===== src/rtl/regfile_pkg.sv =====
// Shared constants and types for the register-file dump block.
package regfile_pkg;

    localparam int REG_ADDR_W = 5;
    localparam int XLEN       = 32;

    typedef enum logic [1:0] {
        IDLE,
        READ,
        HOLD,
        DONE
    } dump_state_e;

    // Next register index, wrapping after the highest implemented register.
    function automatic logic [REG_ADDR_W-1:0] nextIdx(
        input logic [REG_ADDR_W-1:0] idx,
        input int                    nregs
    );
        if (int'(idx) == nregs - 1) begin
            return '0;
        end
        return idx + 1'b1;
    endfunction

endpackage


===== src/rtl/regfile_dump.sv =====
// Walks a contiguous (possibly wrapping) range of register indices, reads each
// register through the register-file read port and presents it on a
// valid/ready output stream, pulsing done once the last word is accepted.
module regfile_dump #(
    parameter int XLEN  = regfile_pkg::XLEN,
    parameter int NREGS = 32
) (
    input  logic                               clk,
    input  logic                               reset,
    input  logic                               start,
    input  logic [regfile_pkg::REG_ADDR_W-1:0] first,
    input  logic [regfile_pkg::REG_ADDR_W-1:0] last,
    output logic [regfile_pkg::REG_ADDR_W-1:0] ra,
    input  logic [XLEN-1:0]                    rd,
    output logic                               out_valid,
    input  logic                               out_ready,
    output logic [regfile_pkg::REG_ADDR_W-1:0] out_addr,
    output logic [XLEN-1:0]                    out_data,
    output logic                               busy,
    output logic                               done
);

    import regfile_pkg::*;

    dump_state_e             state_q;
    logic [REG_ADDR_W-1:0]   idx_q;
    logic [REG_ADDR_W-1:0]   stop_q;
    logic [REG_ADDR_W-1:0]   outAddr_q;
    logic [XLEN-1:0]         outData_q;
    logic                    outValid_q;
    logic                    busy_q;
    logic                    done_q;
    logic [REG_ADDR_W-1:0]   idxInc_d;

    // Candidate next index, wrapping from the top register back to x0.
    always_comb begin
        idxInc_d = nextIdx(idx_q, NREGS);
    end

    // Dump sequencer: captures the range on start, then alternates between
    // sampling a register (READ) and waiting for the consumer (HOLD).
    always_ff @(posedge clk) begin
        if (reset) begin
            state_q    <= IDLE;
            idx_q      <= '0;
            stop_q     <= '0;
            outAddr_q  <= '0;
            outData_q  <= '0;
            outValid_q <= 1'b0;
            busy_q     <= 1'b0;
            done_q     <= 1'b0;
        end else begin
            case (state_q)
                IDLE: begin
                    if (start) begin
                        idx_q   <= first;
                        stop_q  <= last;
                        busy_q  <= 1'b1;
                        state_q <= READ;
                    end
                end
                READ: begin
                    outData_q  <= rd;
                    outAddr_q  <= idx_q;
                    outValid_q <= 1'b1;
                    state_q    <= HOLD;
                end
                HOLD: begin
                    if (out_ready) begin
                        outValid_q <= 1'b0;
                        if (idx_q == stop_q) begin
                            done_q  <= 1'b1;
                            state_q <= DONE;
                        end else begin
                            idx_q   <= idxInc_d;
                            state_q <= READ;
                        end
                    end
                end
                DONE: begin
                    done_q  <= 1'b0;
                    busy_q  <= 1'b0;
                    state_q <= IDLE;
                end
                default: begin
                    state_q <= IDLE;
                end
            endcase
        end
    end

    // The read address only points at a register while a dump is running.
    always_comb begin
        ra = '0;
        if ((state_q == READ) || (state_q == HOLD)) begin
            ra = idx_q;
        end
    end

    assign out_valid = outValid_q;
    assign out_addr  = outAddr_q;
    assign out_data  = outData_q;
    assign busy      = busy_q;
    assign done      = done_q;

endmodule

===== config.mk =====
export PLATFORM = sky130hd
export DESIGN_NAME = regfile_dump
export DESIGN_NICKNAME = d
export VERILOG_FILES = /design/src/rtl/regfile_pkg.sv /design/src/rtl/regfile_dump.sv
export SDC_FILE = /design/constraint.sdc
export NUM_CORES = 1
export LEC_CHECK = 0
export BUFFER_PORTS_ARGS = -buffer_cell sky130_fd_sc_hd__buf_4
export CAP_MARGIN = 20
export CORE_MARGIN = 1
export CORE_UTILIZATION = 35
export DETAILED_ROUTE_END_ITERATION = 16
export HOLD_SLACK_MARGIN = 0.06
export PLACE_DENSITY_LB_ADDON = 0.05
export SKIP_CTS_REPAIR_TIMING = 1
export SLEW_MARGIN = 20
export SYNTH_ARGS = -nofsm -noshare
export SYNTH_HDL_FRONTEND = slang
export SYNTH_SLANG_ARGS = --single-unit

===== constraint.sdc =====
create_clock -name clk -period 2.2 [get_ports clk]
set_input_delay 0.44 -clock clk [delete_from_list [all_inputs] [get_ports clk]]
set_output_delay 0.44 -clock clk [all_outputs]
set_load 0.05 [all_outputs]

Yosys cells after proc, flatten, opt, wreduce, memory -nomap -nowiden:

Cells that the tools add are included.

* shifts and indexed selects: 0
* divide/modulo/power cells: 0
* add/subtract/negate cells: 1
* eq/ne operators: 9
* magnitude comparators: 0
* reductions and logical operators: 12
* bitwise logic cells: 0
* mux-type cells: 19
* multiply operators: 0

Operators by type and width (count)
* $mux W5: 6
* $pmux W5 S2: 1
* $ne A2 B2 Y1 const B: 4
* $pmux W2 S4: 1
* $reduce_and A2 Y1: 4
* $reduce_bool A2 Y1: 4
* $mux W2: 3
* $pmux W1 S2: 3
* $add A5 B1 Y5 const B: 1
* $eq A5 B1 Y1 const B: 1
* $eq A5 B5 Y1: 1
* $mux W1: 5
* $eq A2 B2 Y1 const B: 2
* $reduce_and A4 Y1: 1
* $reduce_and A3 Y1: 1
* $eq A2 B1 Y1 const B: 1
* $logic_not A2 Y1: 1
* $logic_or A1 B1 Y1: 1

* input port bits: 46
* memories kept: 0
* memory bits (writable): 0
* bits in registers: 52
* bits in latches: 0
* output and inout port bits: 45
* logic and storage cells: 49
* memory bits (read-only): 0

Longest topological paths before layout:

Gate-level depths: netlist of run 1.

* depth in word-level cells: 6
* mapped depth: 7
* mapped depth without buffers: 7

Worst setup path before layout of run 1:

Ideal clock, no wire load.

* path kind: register to register
* start: reg state_q[0]
* end: reg idx_q[1]
* setup time: 0.121 ns
* data required time: 2.079 ns
* path buffers: 1
* path slack: 0.299 ns
* cell stages (with the launch flop): 8
* clock period less this slack: 1.901 ns
* data arrival time: 1.780 ns
* cell sequence: dfxtp_1 > inv_1 > ha_1 > buf_2 > inv_1 > o21ai_0 > a311o_4 > mux2_4

* cells in the longest elaborated chain, start to end: 3
* elaborated cells between the ends (all ways): 8
* classes of those cells: 4 x eq/ne; 1 x mux; 3 x reduce/logical

RTL lines
* start: declaration: line regfile_dump.sv:25 `dump_state_e state_q;`
* start signal: assignment: line regfile_dump.sv:44 `state_q <= IDLE;`
* start signal: assignment: line regfile_dump.sv:59 `state_q <= READ;`
* start signal: assignment: line regfile_dump.sv:66 `state_q <= HOLD;`
* $eq A2 B2 Y1 or $logic_not A2 Y1 (tied branches): line regfile_dump.sv:53 `case (state_q)`
* $ne A2 B2 Y1 (no source line) or $reduce_bool A2 Y1 (tied branches)
* $reduce_and A4 Y1 (no source line)
* end signal: assignment: line regfile_dump.sv:56 `idx_q <= first;`
* end signal: assignment: line regfile_dump.sv:75 `idx_q <= idxInc_d;`
* end: declaration: line regfile_dump.sv:26 `logic [REG_ADDR_W-1:0] idx_q;`

Several ways; a longest one is shown, not always the timed one.
A chain may end at the register's enable or synchronous reset.

Worst setup path in the final report of run 1:

* start: reg state_q[0]
* end: out ra[2] (netlist bit)

* cells in the longest elaborated chain, start to end: 3
* elaborated cells between the ends (all ways): 4
* classes of those cells: 2 x eq/ne; 1 x mux; 1 x reduce/logical

RTL lines
* $eq A2 B1 Y1 or $eq A2 B2 Y1 (tied branches): line regfile_dump.sv:95 `if ((state_q == READ) || (state_q == HOLD)) begin`
* $logic_or A1 B1 Y1 (*): line regfile_dump.sv:95
* $mux W5 (*): line regfile_dump.sv:95
* end: declaration: line regfile_dump.sv:13 `output logic [regfile_pkg::REG_ADDR_W-1:0] ra,`

Mark *: on every way between the ends. The rest lies on a longest branch, timed or not.

==> summary.txt, run 1 <==
Outcome
  – Status: complete, no violations

Critical path
  – Critical path endpoint category: output port
  – Setup Crit Path Kind: reg2out
  – Crit path cell chain: inv_1, ha_1, and2_1, buf_4
  – Crit-path slowest cell: dfxtp_1
  – Crit path buf inv count: 2
  – Worst path top cell family by delay: flip-flops
  – Worst EP required: ~1.8 ns
  – Arrival time at the worst endpoint: 1.55 ns
  – Worst path max stage delay: slightly below 0.4 ns
  – Crit start category: flop
  – Critical path peak fanout: 5

Finish
  – Multi-input gate area: between 1000 and 1500 µm²
  – Final Cell Area: 3030 µm²
  – Area Growth Syn to Fin: 38.8%
  – Most frequent cells in the layout: 95 x buf_4, 52 x dfxtp_1, 43 x nor2_1, 41 x mux2i_1, 9 x nand2_1
  – ANT cells: 0
  – Share of cells above drive strength 1: 35.5%
  – Fillers: slightly above 600
  – Final core occ: about half
  – Commonest non-fill, non-tap cell in the layout: buf_4
  – Final nets: about 360
  – Sequential cell area: about 1000 µm²

Yosys
  – Syn_area_per_cell: ~9.9 µm²
  – #FFs+latches synth: 52
  – Cell area after synthesis: 2180 µm²
  – Yosys cell types: 31
  – Cells after Synth: between 200 and 250
  – Sequential element share of the synthesized area: ~48%
  – Mapped Nets: about 270
  – Most common flop cell mapped by yosys: dfxtp_1
  – Async SR Flop Fraction: 0%
  – Ys Warns: 0
  – Number of synthesized flops with an enable pin: 0

Placement
  – GP Congestion: about 0.76
  – Post-place setup slack: about 0.27 ns
  – Post-DP Area: a little under 3000 µm²
  – Detailed Place HPWL: 3580 µm
  – PortBufs: 90

Floorplanning
  – Total I/O pin count: 91
  – Die width: slightly above 80 µm
  – Core area: about 6000 µm²
  – Die Y-Extent: 81.0 µm
  – Rows: 28
  – Die area: around 6600 µm²
  – Initial core utilization: 36.6%

Timing
  – Post-layout min period: 1.99 ns
  – Hold Vio Cnt, Final: 0
  – Rel. slew slack: between 60% and 70%
  – Final WS setup: about 0.21 ns
  – Fin Clk Skew: between 0.01 and 0.015 ns
  – RSZ-0062 raised after global routing: no
  – Final setup fails: 0
  – Max-slew violation count: 0
  – Final TNS setup: 0 ns
  – Maximum clock rate: around 500 MHz
  – Final Cycle Share: roughly nine tenths
  – Worst-margin pin slew: around 0.47 ns

Power and ir drop
  – Pwr Total: between 3 and 4 mW
  – PwrDens: 1300 nW/µm²
  – Leak pwr: between 1 and 1.5 nW
  – VDD IR max: roughly 0.55 mV

Routing
  – Detailed Route WL: approximately 5000 µm
  – Drc violations: 0
  – Drt pass-1 iters: 4
  – Vias: 1803
  – Final ANT Viol Nets: 0
  – Drt initial violations: 64
  – Vias per std cell: 4.68
  – DR WL/cell: approximately 13 µm

Worst hold path
  – Hold Path Class: in2reg

Clock tree
  – Worst-Skew Late Latency: roughly 0.31 ns
  – Number of buffers created by CTS: 5
  – Clock root buffer: clkbuf_8
  – TritonCTS clock tree: done
  – CTS H-tree lvls: 2
  – Worst-path clk slew: 0.10 ns
  – Number of clock sinks: 52
  – Max Root-Sink Buffers: 2

Global route
  – Grt ovf: 0
  – Tot GR Track Use: between 15 and 20%
  – Vias in the first global route: about 1700
  – First-pass GRT wire length: between 7000 and 8000 µm
  – Antenna violations before repair: 0
  – Largest net degree at the start of global routing: 36

Flow run
  – Max_cap viols: 0
==> synth_stat cells (all sizes together) (4+ instances only) <==
cell type	n	area, µm²
mux2i	41	410
xor2	4	35.0
dfxtp	52	1040
nor2	43	161
buf	8	36.3
and2	5	31.3
nand2	9	33.8
nand2b	6	37.5
nand3	7	35.0
clkbuf	5	18.8
ha	6	75.1
a21oi	7	35.0
==> per-stage QoR <==
stage	hold slack (ns)	cells
5_1_grt	0.353	385
3_5_place_dp	0.466	377
6_report	0.358	385
4_1_cts	0.349	385
3_3_place_gp	0.461	377
2_1_floorplan	0.448	220
==> worst register-to-register path, stage by stage (launching register included) <==
cell      delay [ns]
dfxtp_1         0.39
inv_1           0.10
ha_1            0.29
nand2b_1        0.15
o21ai_0         0.14
a311o_4         0.45
mux2_4          0.31
==> layout make-up <==
type / instances / area share (%)
Timing Repair Buffer: 95 / 23.6
Inverter: 3 / 0.372
Multi-Input combinational cell: 152 / 35.6
Clock buffer: 5 / 2.27
Clock inverter: 3 / 0.744
Sequential cell: 52 / 34.4
Tap cell: 75 / 3.10
==> sequential cells by signal (all words and copies together) (netlist names) <==
name / flops
out_data: 32
idx_q: 5
out_addr: 5
stop_q: 5
state_q: 2
busy: 1
done: 1
out_valid: 1
==> cells by family (layout without fill, tap and decap cells) <==
| family | Yosys count | after routing | synth area share [%] |
|---|---|---|---|
| buffers and inverters | 16 | 106 | 3.04 |
| DFF | 52 | 52 | 47.7 |
| muxes | 44 | 44 | 20.9 |
| and+or+nand+nor | 77 | 77 | 16.1 |
| AOI/OAI and AO/OA | 19 | 19 | 6.42 |
| adders and majority gates | 6 | 6 | 3.44 |
| xor gates and xnor gates | 6 | 6 | 2.41 |
==> path summary, 6_finish.rpt <==
kind	startpoint	end	slack, ns	depth (start not counted)
worst max-delay path	state_q[0]	ra[2]	0.21	4
worst min register to register	stop_q[4]	stop_q[4]	0.48	2
worst min-delay path	rd[19]	out_data[19]	0.36	3
worst max register to register	state_q[0]	idx_q[3]	0.28	6
==> report_power, final <==
part           switching [mW]  total [mW]  leakage (nW)  internal [mW]
clock                   0.336       0.565        0.0485          0.229
combinational            1.26        2.04         0.911          0.783
sequential              0.174        1.34         0.425           1.17
total                    1.77        3.95          1.38           2.18
==> routing by layer <==
layer | vias to the layer above | global-route usage, % | wire, µm
li1 | 918 | - | -
met1 | 816 | 21.8 | 2480
met2 | 65 | 23.6 | 2170
met3 | 4 | 4.72 | 335
met4 | 0 | 5.36 | 35
met5 | - | 0 | 0
Note: power is estimated with default switching activity, not from simulation.
==> run 2: changes to the inputs <==
BUFFER_PORTS_ARGS = default   (was -buffer_cell sky130_fd_sc_hd__buf_4)
DONT_BUFFER_PORTS = 1   (was default)
==> summary.txt, run 2 (synthesis gave the netlist of run 1 again) <==
Placement
  – PortBufs: 0 (was 90)
  – GP Congestion: 0.835 (was 0.759)
  – Detailed Place HPWL: 3160 µm (was 3580 µm)
  – Post-Place Cells: 285 (was 377)
  – Post-place setup slack: 0.245 ns (was 0.272 ns)
  – Post-DP Area: 2260 µm² (was 2940 µm²)

Power and ir drop
  – Pwr Total: 3.60 mW (was 3.95 mW)
  – Leak pwr: 0.915 nW (was 1.38 nW)
  – PwrDens: 1540 nW/µm² (was 1300 nW/µm²)
  – VDD IR max: 0.520 mV (was 0.554 mV)

Worst hold path
  – Hold Path Class: in2reg (unchanged)

Global route
  – First-pass GRT wire length: 6910 µm (was 7970 µm)
  – GR Layer Usage met1: 16.8% (was 21.8%)
  – Gr busiest metal: met2 (unchanged)
  – Met3 GRT Util: 5.17% (was 4.72%)
  – Largest net degree at the start of global routing: 58 (was 36)
  – Grt ovf: 0 (unchanged)
  – Antenna violations before repair: 0 (unchanged)
  – Grt met2 use: 23.3% (was 23.6%)
  – Tot GR Track Use: 14.2% (was 15.9%)
  – Vias in the first global route: 1439 (was 1672)

Timing
  – Max-slew violation count: 0 (unchanged)
  – Rel. slew slack: 64.0% (was 68.1%)
  – Final TNS setup: 0 ns (unchanged)
  – Final setup fails: 0 (unchanged)
  – Post-layout min period: 2.06 ns (was 1.99 ns)
  – Fin Clk Skew: 0.00740 ns (was 0.0115 ns)
  – Worst-margin pin slew: 0.539 ns (was 0.475 ns)
  – Final WS setup: 0.142 ns (was 0.211 ns)
  – Maximum clock rate: 486 MHz (was 503 MHz)
  – RSZ-0062 raised after global routing: no (unchanged)
  – Final Cycle Share: 93.5% (was 90.4%)
  – Hold Vio Cnt, Final: 0 (unchanged)
  – Fin Hold WS: 0.198 ns (was 0.358 ns)

Routing
  – Detailed Route WL: 4450 µm (was 5020 µm)
  – Drt pass-1 iters: 4 (unchanged)
  – Drc violations: 0 (unchanged)
  – Vias per std cell: 5.11 (was 4.68)
  – DR WL/cell: 15.2 µm (was 13.0 µm)
  – Final ANT Viol Nets: 0 (unchanged)
  – Vias: 1496 (was 1803)
  – Drt initial violations: 56 (was 64)

Floorplanning
  – Die Y-Extent: 81.0 µm (unchanged)
  – Rows: 28 (unchanged)
  – Die width: 81.0 µm (unchanged)
  – Total I/O pin count: 91 (unchanged)
  – Core area: 5960 µm² (unchanged)
  – Initial core utilization: 36.6% (unchanged)
  – Die area: 6550 µm² (unchanged)

Critical path
  – Critical path endpoint category: output port (unchanged)
  – Crit start category: flop (unchanged)
  – Critical path peak fanout: 5 (unchanged)
  – Worst EP required: 1.76 ns (about the same)
  – Arrival time at the worst endpoint: 1.62 ns (was 1.55 ns)
  – Setup Crit Path Kind: reg2out (unchanged)

Finish
  – Most frequent cells in the layout: 52 x dfxtp_1, 43 x nor2_1, 41 x mux2i_1, 9 x nand2_1 (was 95 x buf_4, 52 x dfxtp_1, 43 x nor2_1, 41 x mux2i_1, 9 x nand2_1)
  – Commonest non-fill, non-tap cell in the layout: dfxtp_1 (was buf_4)
  – Area Growth Syn to Fin: 7.57% (was 38.8%)
  – Final cell count without fillers: 293 (was 385)
  – Final Cell Area: 2350 µm² (was 3030 µm²)
  – Share of cells above drive strength 1: 7.80% (was 35.5%)
  – Final nets: 269 (was 361)
  – Final core occ: 39.4% (was 50.8%)
  – Largest register FFs: 32 (unchanged)
  – ANT cells: 0 (unchanged)

Clock tree
  – Worst-path clk slew: 0.09 ns (was 0.10 ns)
  – Number of buffers created by CTS: 5 (unchanged)
  – TritonCTS clock tree: done (unchanged)
  – Clock root buffer: clkbuf_8 (unchanged)
  – Worst-Skew Late Latency: 0.30 ns (was 0.31 ns)
  – CTS H-tree lvls: 2 (unchanged)
  – Max Root-Sink Buffers: 2 (unchanged)
  – Number of clock sinks: 52 (unchanged)

Flow run
  – Max_cap viols: 0 (unchanged)

Outcome
  – Status: complete, no violations (unchanged)
[run 2: cell types whose count changed in the layout (fill, tap and decap cells not counted)]
cell and delta:
buf_12 +1, clkinv_2 -1, inv_6 -1, clkbuf_1 +1
clkinvlp_4 +1, buf_4 -93
[run 2: worst max-delay path: stages (launching register included)]
cell and delay [ns]:
dfxtp_1 0.39, inv_1 0.10, ha_1 0.36, and2_1 0.47
[run 2: per-layer routing]
metal / share of wire [%] / vias up
met5: 0 / -
met4: 1.4 / 0
met3: 7.6 / 6
met2: 47 / 65
met1: 44 / 689
li1: - / 736
[run 2: final cells by class]
type | count | area, µm²
clock buffer | 6 | 72.6
clock inverter | 2 | 16.3
multi-input combinational | 152 | 1080
timing repair buffer | 3 | 35.0
tap | 75 | 93.8
inverter | 3 | 11.3
fill | 610 | 3610
sequential | 52 | 1040
[run 2: worst paths after layout]
check	startpoint	end	slack, ns	depth (start not counted)
worst max-delay path	state_q[0]	ra[3]	0.14	3
worst min-delay path	reset	out_addr[2]	0.20	1
worst max register to register	state_q[0]	idx_q[3]	0.25	6
worst min register to register	stop_q[0]	stop_q[0]	0.47	2
[run 2: report_power, final]
part	total (mW)	internal (mW)	leakage, nW	switching, mW
clock	0.536	0.227	0.0414	0.310
combinational	1.17	0.531	0.448	0.640
sequential	1.90	1.17	0.425	0.732
==> run 3: changes to the inputs <==
==> constraint.sdc (replaced) <==
create_clock -name clk -period 2.2 [get_ports clk]
set_input_delay 0.22 -clock clk [delete_from_list [all_inputs] [get_ports clk]]
set_output_delay 0.22 -clock clk [all_outputs]
set_load 0.05 [all_outputs]
==> summary.txt, run 3 (synthesis gave the netlist of run 1 again) <==
Clock tree
  – Number of clock sinks: 52 (unchanged)
  – Worst-path clk slew: 0.10 ns (was 0.09 ns)
  – Number of buffers created by CTS: 5 (unchanged)
  – Clock root buffer: clkbuf_8 (unchanged)
  – TritonCTS clock tree: done (unchanged)
  – CTS H-tree lvls: 2 (unchanged)
  – Max Root-Sink Buffers: 2 (unchanged)
  – Worst-Skew Late Latency: 0.31 ns (was 0.30 ns)

Timing
  – Worst-margin pin slew: 0.543 ns (was 0.539 ns)
  – Post-layout min period: 1.93 ns (was 2.06 ns)
  – Hold Vio Cnt, Final: 0 (unchanged)
  – Fin Clk Skew: 0.00973 ns (was 0.00740 ns)
  – Max-slew violation count: 0 (unchanged)
  – Rel. slew slack: 63.8% (was 64.0%)
  – Maximum clock rate: 517 MHz (was 486 MHz)
  – Fin Hold WS: 0.0619 ns (was 0.198 ns)
  – Final Cycle Share: 87.9% (was 93.5%)
  – Final setup fails: 0 (unchanged)
  – Final TNS setup: 0 ns (unchanged)
  – RSZ-0062 raised after global routing: no (unchanged)

Critical path
  – Critical path peak fanout: 8 (was 5)
  – Worst EP required: 2.40 ns (was 1.76 ns)
  – Crit path cell chain: inv_1, ha_1, nand2b_1, o21ai_0, a311o_4, mux2_4 (was inv_1, ha_1, and2_1)
  – Critical path endpoint category: flop (was output port)
  – Arrival time at the worst endpoint: 2.14 ns (was 1.62 ns)
  – Worst path max stage delay: 0.46 ns (was 0.47 ns)
  – Setup Crit Path Kind: reg2reg (was reg2out)
  – Crit-path slowest cell: a311o_4 (was and2_1)
  – Crit start category: flop (unchanged)

Routing
  – Final ANT Viol Nets: 0 (unchanged)
  – Vias per std cell: 5.07 (was 5.11)
  – Drt pass-1 iters: 4 (unchanged)
  – Met1 WL: 2100 µm (was 1970 µm)
  – Drt initial violations: 36 (was 56)
  – Met3 wire length: 355 µm (was 338 µm)
  – Drc violations: 0 (unchanged)
  – Detailed Route WL: 4660 µm (was 4450 µm)
  – Vias: 1563 (was 1496)
  – DR WL/cell: 15.1 µm (was 15.2 µm)
  – Met2 wire length: 2150 µm (was 2080 µm)
  – Max layer used: met4 (unchanged)

Power and ir drop
  – Switching Fraction: 46.9% (was 46.6%)
  – VDD IR max: 0.491 mV (was 0.520 mV)
  – Sequential share of power: 51.2% (was 52.6%)
  – PwrDens: 1470 nW/µm² (was 1540 nW/µm²)
  – Leak pwr: 0.993 nW (was 0.915 nW)
  – Switch Pwr: 1.73 mW (was 1.68 mW)
  – Clock share of power: 15.1% (was 14.9%)
  – Combinational power share: 33.7% (was 32.5%)
  – Pint: 1.96 mW (was 1.92 mW)

Worst hold path
  – Hold Path Class: in2reg (unchanged)

Finish
  – Share of cells above drive strength 1: 8.58% (was 7.80%)
  – Fillers: 580 (was 610)
  – Final nets: 284 (was 269)
  – ANT cells: 0 (unchanged)
  – Largest register FFs: 32 (unchanged)
  – Commonest non-fill, non-tap cell in the layout: dfxtp_1 (unchanged)
  – Most frequent cells in the layout: 52 x dfxtp_1, 43 x nor2_1, 41 x mux2i_1, 13 x dlygate4sd3_1, 9 x nand2_1 (was 52 x dfxtp_1, 43 x nor2_1, 41 x mux2i_1, 9 x nand2_1)
  – Area Growth Syn to Fin: 14.9% (was 7.57%)

Global route
  – Largest net degree at the start of global routing: 58 (unchanged)
  – Grt ovf: 0 (unchanged)
  – Vias in the first global route: 1450 (was 1439)
  – Antenna violations before repair: 0 (unchanged)
  – Tot GR Track Use: 14.2% (about the same)
  – First-pass GRT wire length: 6980 µm (was 6910 µm)

Flow run
  – Max_cap viols: 0 (unchanged)

Floorplanning
  – Die width: 81.0 µm (unchanged)
  – Rows: 28 (unchanged)
  – Die area: 6550 µm² (unchanged)
  – Total I/O pin count: 91 (unchanged)
  – Core area: 5960 µm² (unchanged)
  – Die Y-Extent: 81.0 µm (unchanged)
  – Initial core utilization: 36.6% (unchanged)

Outcome
  – Status: complete, no violations (unchanged)

Placement
  – GP Congestion: 0.836 (was 0.835)
  – Detailed Place HPWL: 3160 µm (about the same)
  – PortBufs: 0 (unchanged)
## run 3: cell types whose count changed in the layout (fill, tap and decap cells not counted)
cell	previous run	this run
buf_12	1	2
clkinv_2	0	1
clkbuf_1	1	0
inv_6	0	1
clkinvlp_4	1	0
dlygate4sd3_1	0	13
buf_4	2	3
## run 3: critical path, delay by kind of cell, from the launching register on
| kind | cells | cell delay, ns |
|---|---|---|
| buf+inv | 1 | 0.09 |
| fa+ha+maj | 1 | 0.29 |
| mux | 1 | 0.31 |
| flops | 1 | 0.39 |
| compound gates | 2 | 0.60 |
| simple gates | 1 | 0.15 |
## run 3: layer usage
layer / global-route usage, % / vias up
li1: - / 764
met1: 17.2 / 729
met2: 23.3 / 64
met3: 4.72 / 6
met4: 5.36 / 0
met5: 0 / -
## run 3: worst paths after layout
kind,start,to,slack [ns],depth (start not counted)
max,state_q[0],idx_q[1],0.27,6
min,rd[29],out_data[29],0.06,2
max reg2reg,state_q[0],idx_q[1],0.27,6
min reg2reg,stop_q[4],stop_q[4],0.48,2
## run 3: layout make-up
cell class                      count  area (µm²)  area share (%)
Tap cell                           75        93.8            3.74
Timing Repair Buffer               18         193            7.68
Sequential cell                    52        1040            41.5
Clock buffer                        5        68.8            2.74
Clock inverter                      3        22.5           0.898
Multi-Input combinational cell    152        1080            43.0
Inverter                            3        11.3           0.449
## run 3: metrics by stage
| stage | util [%] | cell area [µm²] | setup WS (ns) | power [mW] | std cells |
|---|---|---|---|---|---|
| final | 42.1 | 2510 | 0.266 | 3.68 | 308 |
| after global routing | 42.1 | 2510 | 0.177 | 3.91 | 308 |
| after CTS | 39.6 | 2360 | 0.267 | 3.69 | 294 |
| after detailed placement | 38.0 | 2270 | 0.274 | 3.12 | 286 |
| after global placement | 38.0 | 2270 | 0.334 | 3.09 | 286 |
| after floorplan | - | 2180 | 0.299 | 2.86 | 220 |
## run 3: power groups by stage
stage	logic (mW)	registers, mW	clock network, mW
2_1_floorplan	1.00	1.86	0
3_3_place_gp	1.18	1.91	0
3_5_place_dp	1.21	1.91	0
4_1_cts	1.21	1.89	0.584
5_1_grt	1.36	1.92	0.624
6_report	1.24	1.89	0.556
